File: src/rtl/mem_arbiter.sv
// mem_arbiter: byte-serial controller sharing one 8-bit synchronous RAM port
// between instruction fetch and load/store. MEM wins arbitration, accesses are
// sequenced one byte per cycle, little-endian, and a taken branch aborts a fetch.
module mem_arbiter #(
  parameter int ADDR_W = 32
) (
  input  logic              clk,
  input  logic              rst,
  input  logic              if_req,
  input  logic [ADDR_W-1:0] if_addr,
  output logic [31:0]       if_data_o,
  output logic              if_done,
  input  logic              mem_req,
  input  logic              mem_we,
  input  logic [1:0]        mem_size,
  input  logic [ADDR_W-1:0] mem_addr,
  input  logic [31:0]       mem_wdata,
  output logic [31:0]       mem_rdata_o,
  output logic              mem_done,
  input  logic              branch_flush_i,
  output logic              stall_if_o,
  output logic              stall_mem_o,
  output logic [ADDR_W-1:0] ram_addr_o,
  output logic [7:0]        ram_dout_o,
  output logic              ram_wr_o,
  input  logic [7:0]        ram_din_i
);

  typedef enum logic [1:0] {IDLE = 2'd0, IF_RD = 2'd1, MEM_RD = 2'd2, MEM_WR = 2'd3} state_t;

  state_t            state_q, state_d;
  logic [2:0]        cnt_q, cnt_d, len_q, len_d, cnt_inc, mem_len;
  logic [ADDR_W-1:0] addr_q, addr_d;
  logic [31:0]       wdata_q, wdata_d, buf_q, buf_d;
  logic [31:0]       if_data_q, if_data_d, mem_rdata_q, mem_rdata_d;
  logic [7:0]        dout_q, dout_d;
  logic              wr_q, wr_d, if_done_q, if_done_d, mem_done_q, mem_done_d;
  logic              can_grant, grant_mem, grant_if, rd_last, wr_last;
  logic [7:0]        wbyte [4];

  // Byte lanes of the latched store data, selected by the byte counter.
  genvar gi;
  generate
    for (gi = 0; gi < 4; gi++) begin : g_wbyte
      assign wbyte[gi] = wdata_q[8*gi +: 8];
    end
  endgenerate

  // In read states cnt is the index of the address currently on the RAM port;
  // the extra count value N covers the final byte arriving from the sync RAM.
  assign cnt_inc   = cnt_q + 3'd1;
  assign can_grant = (state_q == IDLE) && !if_done_q && !mem_done_q;
  assign grant_mem = can_grant && mem_req;
  assign grant_if  = can_grant && !mem_req && if_req && !branch_flush_i;
  assign rd_last   = ((state_q == IF_RD) || (state_q == MEM_RD)) && (cnt_q == len_q);
  assign wr_last   = (state_q == MEM_WR) && (cnt_q == len_q - 3'd1);

  // Access length in bytes from the MEM size code (3 behaves as word).
  always_comb begin
    case (mem_size)
      2'd0:    mem_len = 3'd1;
      2'd1:    mem_len = 3'd2;
      default: mem_len = 3'd4;
    endcase
  end

  // State and datapath registers with synchronous active-low reset.
  always_ff @(posedge clk) begin
    if (!rst) begin
      state_q     <= IDLE;
      cnt_q       <= '0;
      len_q       <= '0;
      addr_q      <= '0;
      wdata_q     <= '0;
      buf_q       <= '0;
      dout_q      <= '0;
      wr_q        <= 1'b0;
      if_done_q   <= 1'b0;
      mem_done_q  <= 1'b0;
      if_data_q   <= '0;
      mem_rdata_q <= '0;
    end else begin
      state_q     <= state_d;
      cnt_q       <= cnt_d;
      len_q       <= len_d;
      addr_q      <= addr_d;
      wdata_q     <= wdata_d;
      buf_q       <= buf_d;
      dout_q      <= dout_d;
      wr_q        <= wr_d;
      if_done_q   <= if_done_d;
      mem_done_q  <= mem_done_d;
      if_data_q   <= if_data_d;
      mem_rdata_q <= mem_rdata_d;
    end
  end

  // Next-state logic: MEM priority, flush only ever cuts short a fetch.
  always_comb begin
    state_d = state_q;
    case (state_q)
      IDLE: begin
        if (grant_mem)     state_d = mem_we ? MEM_WR : MEM_RD;
        else if (grant_if) state_d = IF_RD;
      end
      IF_RD:   if (branch_flush_i || rd_last) state_d = IDLE;
      MEM_RD:  if (rd_last) state_d = IDLE;
      MEM_WR:  if (wr_last) state_d = IDLE;
      default: state_d = IDLE;
    endcase
  end

  // Datapath/output next values: latch on grant, step address, gather bytes.
  always_comb begin
    cnt_d       = cnt_q;
    len_d       = len_q;
    addr_d      = addr_q;
    wdata_d     = wdata_q;
    buf_d       = buf_q;
    dout_d      = dout_q;
    wr_d        = 1'b0;
    if_done_d   = 1'b0;
    mem_done_d  = 1'b0;
    if_data_d   = if_data_q;
    mem_rdata_d = mem_rdata_q;
    case (state_q)
      IDLE: begin
        if (grant_mem) begin
          addr_d  = mem_addr;
          len_d   = mem_len;
          wdata_d = mem_wdata;
          cnt_d   = '0;
          buf_d   = '0;
          if (mem_we) begin
            wr_d   = 1'b1;
            dout_d = mem_wdata[7:0];
          end
        end else if (grant_if) begin
          addr_d = if_addr;
          len_d  = 3'd4;
          cnt_d  = '0;
          buf_d  = '0;
        end
      end
      IF_RD, MEM_RD: begin
        // RAM data lags its address by one cycle, so byte cnt-1 arrives now.
        for (int b = 0; b < 4; b++) begin
          if (cnt_q == 3'(b + 1)) buf_d[8*b +: 8] = ram_din_i;
        end
        if (rd_last) begin
          if (state_q == IF_RD) begin
            if (!branch_flush_i) begin
              if_done_d = 1'b1;
              if_data_d = buf_d;
            end
          end else begin
            mem_done_d  = 1'b1;
            mem_rdata_d = buf_d;
          end
        end else begin
          cnt_d = cnt_inc;
          if (cnt_q < len_q - 3'd1) addr_d = addr_q + ADDR_W'(1);
        end
      end
      MEM_WR: begin
        if (wr_last) begin
          mem_done_d = 1'b1;
        end else begin
          cnt_d  = cnt_inc;
          addr_d = addr_q + ADDR_W'(1);
          wr_d   = 1'b1;
          dout_d = wbyte[cnt_inc[1:0]];
        end
      end
      default: ;
    endcase
  end

  assign ram_addr_o  = addr_q;
  assign ram_dout_o  = dout_q;
  assign ram_wr_o    = wr_q;
  assign if_done     = if_done_q;
  assign mem_done    = mem_done_q;
  assign if_data_o   = if_data_q;
  assign mem_rdata_o = mem_rdata_q;
  assign stall_if_o  = if_req && !if_done_q;
  assign stall_mem_o = mem_req && !mem_done_q;

endmodule

File: config.mk
export PLATFORM = sky130hd
export DESIGN_NAME = mem_arbiter
export DESIGN_NICKNAME = d
export VERILOG_FILES = /design/src/rtl/mem_arbiter.sv
export SDC_FILE = /design/constraint.sdc
export NUM_CORES = 1
export LEC_CHECK = 0
export ABC_AREA = 1
export CAP_MARGIN = 25
export CORE_ASPECT_RATIO = 1.75
export CORE_MARGIN = 5
export CORE_UTILIZATION = 48
export CTS_CLUSTER_DIAMETER = 30
export DETAILED_ROUTE_END_ITERATION = 8
export PLACE_DENSITY = 0.82
export SLEW_MARGIN = 15
export SYNTH_ARGS = -nofsm -noshare
export SYNTH_HDL_FRONTEND = slang
export SYNTH_SLANG_ARGS = --single-unit
File: constraint.sdc
create_clock -name clk -period 4.07 [get_ports clk]
set_clock_uncertainty 0.15 [all_clocks]
set_input_delay 0.814 -clock clk [delete_from_list [all_inputs] [get_ports clk]]
set_output_delay 0.814 -clock clk [all_outputs]
set_load 0.03 [all_outputs]
==> results of run 1 <==
## stage by stage
stage | std cells | total power [mW] | cell area [sq um]
global route | 1786 | 7.63 | 11800
global placement | 1753 | 5.45 | 11200
finish | 1786 | 7.15 | 11800
CTS | 1785 | 7.17 | 11800
floorplan | 1363 | 4.57 | 8960
detailed placement | 1753 | 5.52 | 11200
## sequential cells by signal, summed over array words and instances (netlist names)
| signal | count |
|---|---|
| mem_done | 1 |
| if_done | 1 |
| if_data_o | 32 |
| state_q | 2 |
| wdata_q | 32 |
| buf_q | 32 |
| len_q | 3 |
| ram_dout_o | 8 |
| cnt_q | 3 |
| ram_addr_o | 32 |
| mem_rdata_o | 32 |
| ram_wr_o | 1 |
## report_power, final
group / internal [mW] / switching, mW / total (mW)
registers: 2.03 / 0.291 / 2.33
clock network: 0.828 / 0.807 / 1.64
logic: 1.05 / 2.14 / 3.19
total: 3.91 / 3.24 / 7.15
## final cells by class
cell class,instances,area [sq um]
timing repair buffer,236,2320
tap,238,298
antenna,1,2.50
inverter,66,249
fill,1703,6730
sequential,179,3580
clock buffer,17,425
clock inverter,15,165
multi-input combinational,1034,4730
## cell usage after synthesis
master	number	area, sq um
nor2_1	260	976
ha_1	15	188
a211oi_2	1	12.5
nor2_4	3	33.8
o21ai_1	7	35.0
a21oi_2	1	8.76
nand2_4	2	22.5
nand2_2	2	12.5
dfxtp_1	179	3580
a21oi_1	134	671
or2_2	2	12.5
inv_1	60	225
xor2_1	3	26.3
nand4_1	1	6.26
o21ai_0	133	666
nor2_8	1	20.0
buf_6	3	33.8
o22ai_1	2	12.5
o21bai_1	14	105
a211oi_1	1	7.51
nor2_2	1	6.26
nand4_2	1	12.5
buf_1	2	7.51
nand3b_1	3	22.5
nand2_1	325	1220
nand3_2	2	20.0
o211ai_1	9	67.6
xnor2_1	2	17.5
clkinv_1	3	11.3
nor3_1	2	10.0
nand3_1	106	531
inv_2	3	11.3
buf_4	6	45.0
a22oi_1	1	7.51
buf_2	28	140
clkbuf_1	45	169
## final timing paths
| check | start | to | slack, ns | depth (start not counted) |
|---|---|---|---|---|
| hold reg to reg | mem_rdata_o[13] | mem_rdata_o[13] | 0.31 | 2 |
| setup reg to reg | cnt_q[0] | ram_addr_o[20] | 0.95 | 11 |
| hold / removal | mem_rdata_o[13] | mem_rdata_o[13] | 0.31 | 2 |
| setup / recovery | mem_req | stall_mem_o | 0.93 | 4 |
## per-layer routing
layer	global-route usage	vias up	wire length (microns)
met1	0.254	4322	9790
met2	0.491	382	15300
met5	0	-	0
li1	-	4766	-
met3	0.0530	92	1800
met4	0.138	0	1480
## cells by family after synthesis
group                      after synthesis  share of synthesized area
AOI/OAI and AO/OA                      303                      0.178
xor gates and xnor gates                 5                    0.00489
adders and majority gates               15                     0.0210
buffers and inverters                  150                     0.0718
DFF                                    179                      0.400
and+or+nand+nor                        711                      0.324
## worst min-delay path: cells and delay by family, from the launching register on
kind / cells / cell delay, ns
DFF: 1 / 0.31
and+or+nand+nor: 1 / 0.06
AOI/OAI and AO/OA: 1 / 0.05
==> flow_summary.ini, run 1 <==
[outcome]
status = complete, no violations

[layout]
final_cell_mix = 325 x nand2_1, 259 x nor2_1, 219 x clkdlybuf4s50_1
area_growth_pct = 31.4
final_common_cell = nand2_1
post-route-util = 0.636
layout.nets = 1661
drive_above_1_share = 0.0452

[sta]
fin_hold_ws_ns = 0.311
setup_tns_ns = 0
fin_ws_ns = 0.926
timing.fmax_mhz = 318
finalCritPeriodShare = 0.773
fin_crit_ns = 3.14
finalHoldViolations = 0
rsz0062_at_grt = false
slew_headroom = 0.507
drv_slew = 0
finalSetupViolations = 0
worst_pin_slew_ns = 0.739

[place]
place.gp.congestion = 0.941
port_buffers = 220
dpl.hpwl_microns = 20900
dpl_worst_slack_ns = 0.918

[worst_setup_path]
crit_chain = clkdlybuf4s50_1, nand2_1, inv_1, clkdlybuf4s50_1
path_class = primary input to primary output
critical_path_arrival_ns = 2.18
crit_family = buffers and inverters
end_kind = primary output
path_max_fanout = 2
cp-start-kind = primary input
max_stage_delay_ns = 0.69
cpMostUsedCell = clkdlybuf4s50_1
crit_buf_inv = 3
crit_path_top_delay_cell = clkdlybuf4s50_1
required_ns = 3.11

[synthesis]
synth-seq-cells = 179
synthesis.nets = 1490
syn_area_sq_um = 8960
synth-seq-area-share = 0.400
syn_inst = 1363
yosysUniqueCellTypes = 36
yosysWarnings = 0
syn_avg_cell_area_sq_um = 6.57

[floorplan]
io-pin-count = 221
row_count = 66
die_h_microns = 191
core_sq_um = 18500
initial_core_util = 0.484
die_w_microns = 113
die_area_sq_um = 21600

[worst_hold_path]
min_path_type = flip-flop to flip-flop

[grt]
grt_pass1_wl_microns = 44600
grt.total_usage = 0.257
grt_start_max_net_pins = 71
antenna_found_initial = 1
grt_pass1_vias = 9125
grt_overflow = 0

[routing]
route.detailed.drc = 0
wire_per_inst_microns = 15.9
vias = 9562
firstDrtPassIters = 5
ant_nets = 0
routed_via_density = 5.35
drt-total-wl_microns = 28400
drtIter0Drc = 652

[clock_network]
cts_tree = done
cts_hold_buffers = 0
post_cts_buffers = 0
cts_buffer_depth = 2
numCtsBuffers = 17
clockRootBuffer = clkbuf_16
cts_resized = 0
cts_max_level = 4
clock-sinks = 179
clkTransAtPathRegs_ns = 0.08
clk_latency_ns = 0.43

[job]
max_cap_viol_count = 0

[power_and_ir_drop]
leakage_nw = 4.37
ir_worst_vdd_mv = 0.386
power_density_nw_per_um2 = 608
No activity file was read; power rests on OpenSTA's default activity.
==> run 2, diff against run 1 <==
- CORE_UTILIZATION: 48 -> 45
- PLACE_DENSITY: 0.82 -> 0.81
- clock period: 4.07 -> 2.7 ns (I/O delays scaled with it)
==> flow_summary.ini, run 2 (synthesis results as in run 1) <==
[worst_setup_path]
crit_path_end = stall_if_o
cp-startpoint = if_req
worstReg2RegEnd = ram_addr_o[19]
reg2reg_depth = 12
cp-start-kind = primary input
end_kind = primary output
path_class = primary input to primary output
required_ns = 2.01
reg2reg_slack_ns = 0.19
path_max_fanout = 2
critical_path_arrival_ns = 1.83
timing.rr.start = len_q[1]

[place]
dpl.cell_count = 1774
place.gp.congestion = 1.00
dpl.hpwl_microns = 21700
placed_area_sq_um = 11400
port_buffers = 220

[sta]
setup_tns_ns = 0
finalSetupViolations = 0
drv_slew = 0
timing.fmax_mhz = 398
fin_crit_ns = 2.52
rsz0062_at_grt = false
slew_headroom = 0.557
finalHoldViolations = 0
worst_pin_slew_ns = 0.665
finalCritPeriodShare = 0.932

[layout]
final_cell_mix = 325 x nand2_1, 259 x nor2_1, 218 x clkdlybuf4s50_1
fillers = 1794
final_common_cell = nand2_1
layout.nets = 1675
final_cell_area_sq_um = 12000
drive_above_1_share = 0.0538
multi_input_area_sq_um = 4730
layout.cells.non_filler = 1806
area_growth_pct = 33.6
regArea_sq_um = 3580

[routing]
top_layer_used = met4
ant_nets = 0
firstDrtPassIters = 6
route.detailed.drc = 0
drtIter0Drc = 861
wl_met3_microns = 1830
routed_via_density = 5.31
vias = 9590
met1_length_microns = 9930
met2_length_microns = 15600
drt-total-wl_microns = 29000
wire_per_inst_microns = 16.0

[clock_network]
clkTransAtPathRegs_ns = 0.07
cts_resized = 0
cts_max_level = 4
clock-sinks = 179
cts_hold_buffers = 0
numCtsBuffers = 17
cts_tree = done
clk_latency_ns = 0.43
post_cts_buffers = 0
cts_buffer_depth = 2
clockRootBuffer = clkbuf_16

[floorplan]
row_count = 68
die_h_microns = 197
io-pin-count = 221
core_sq_um = 19700
die_w_microns = 117
initial_core_util = 0.456
die_area_sq_um = 22900

[job]
max_cap_viol_count = 0

[grt]
grt.total_usage = 0.249
grt_overflow = 0
grt_start_max_net_pins = 71
grt_pass1_wl_microns = 45500
grt_pass1_vias = 9118
antenna_found_initial = 1

[power_and_ir_drop]
leakage_nw = 4.48
power_density_nw_per_um2 = 933
ir_worst_vdd_mv = 0.516
p_total_mw = 11.2

[outcome]
status = complete, no violations

[worst_hold_path]
min_path_type = flip-flop to flip-flop
## run 2: cell count changes in the layout (fill, tap and decap cells not counted), sizes merged
cell           change
clkbuf             +1
clkinv             -5
clkdlybuf4s50      -1
bufinv             +3
buf               +15
## run 2: area by class of cell
class                      count  area share
tap                          245      0.0256
antenna                        1    0.000209
sequential                   179       0.299
clock buffer                  18      0.0367
clock inverter                13      0.0143
multi-input combinational   1034       0.395
timing repair buffer         250       0.207
inverter                      66      0.0208
## run 2: worst min-delay path by stage
stage	startpoint	to	depth (start not counted)
6_report	wdata_q[23]	wdata_q[23]	2
5_1_grt	wdata_q[23]	wdata_q[23]	2
4_1_cts	wdata_q[23]	wdata_q[23]	2
3_5_place_dp	wdata_q[23]	wdata_q[23]	2
3_3_place_gp	wdata_q[23]	wdata_q[23]	2
2_1_floorplan	wdata_q[23]	wdata_q[23]	2
## run 2: layer usage
metal / vias up / GRT usage
met4: 0 / 0.138
met3: 83 / 0.0455
met2: 383 / 0.474
li1: 4803 / -
met1: 4321 / 0.244
met5: - / 0
## run 2: critical path, cell delays in order
cell	delay, ns
clkdlybuf4s50_1	0.49
inv_1	0.04
nor2_1	0.08
clkdlybuf4s50_1	0.67
## run 2: report_power, final
group	total, mW	internal [mW]	switching, mW
combinational	5.09	1.75	3.34
sequential	3.49	3.07	0.424
clock	2.59	1.50	1.09
total	11.2	6.32	4.85
## run 2: through the flow
step	hold WS [ns]	setup WS (ns)	util
after CTS	0.311	0.182	0.609
after global routing	0.324	0.0401	0.609
after floorplan	0.279	0.323	-
after detailed placement	0.301	0.133	0.578
after global placement	0.292	0.191	0.578
final	0.307	0.185	0.609
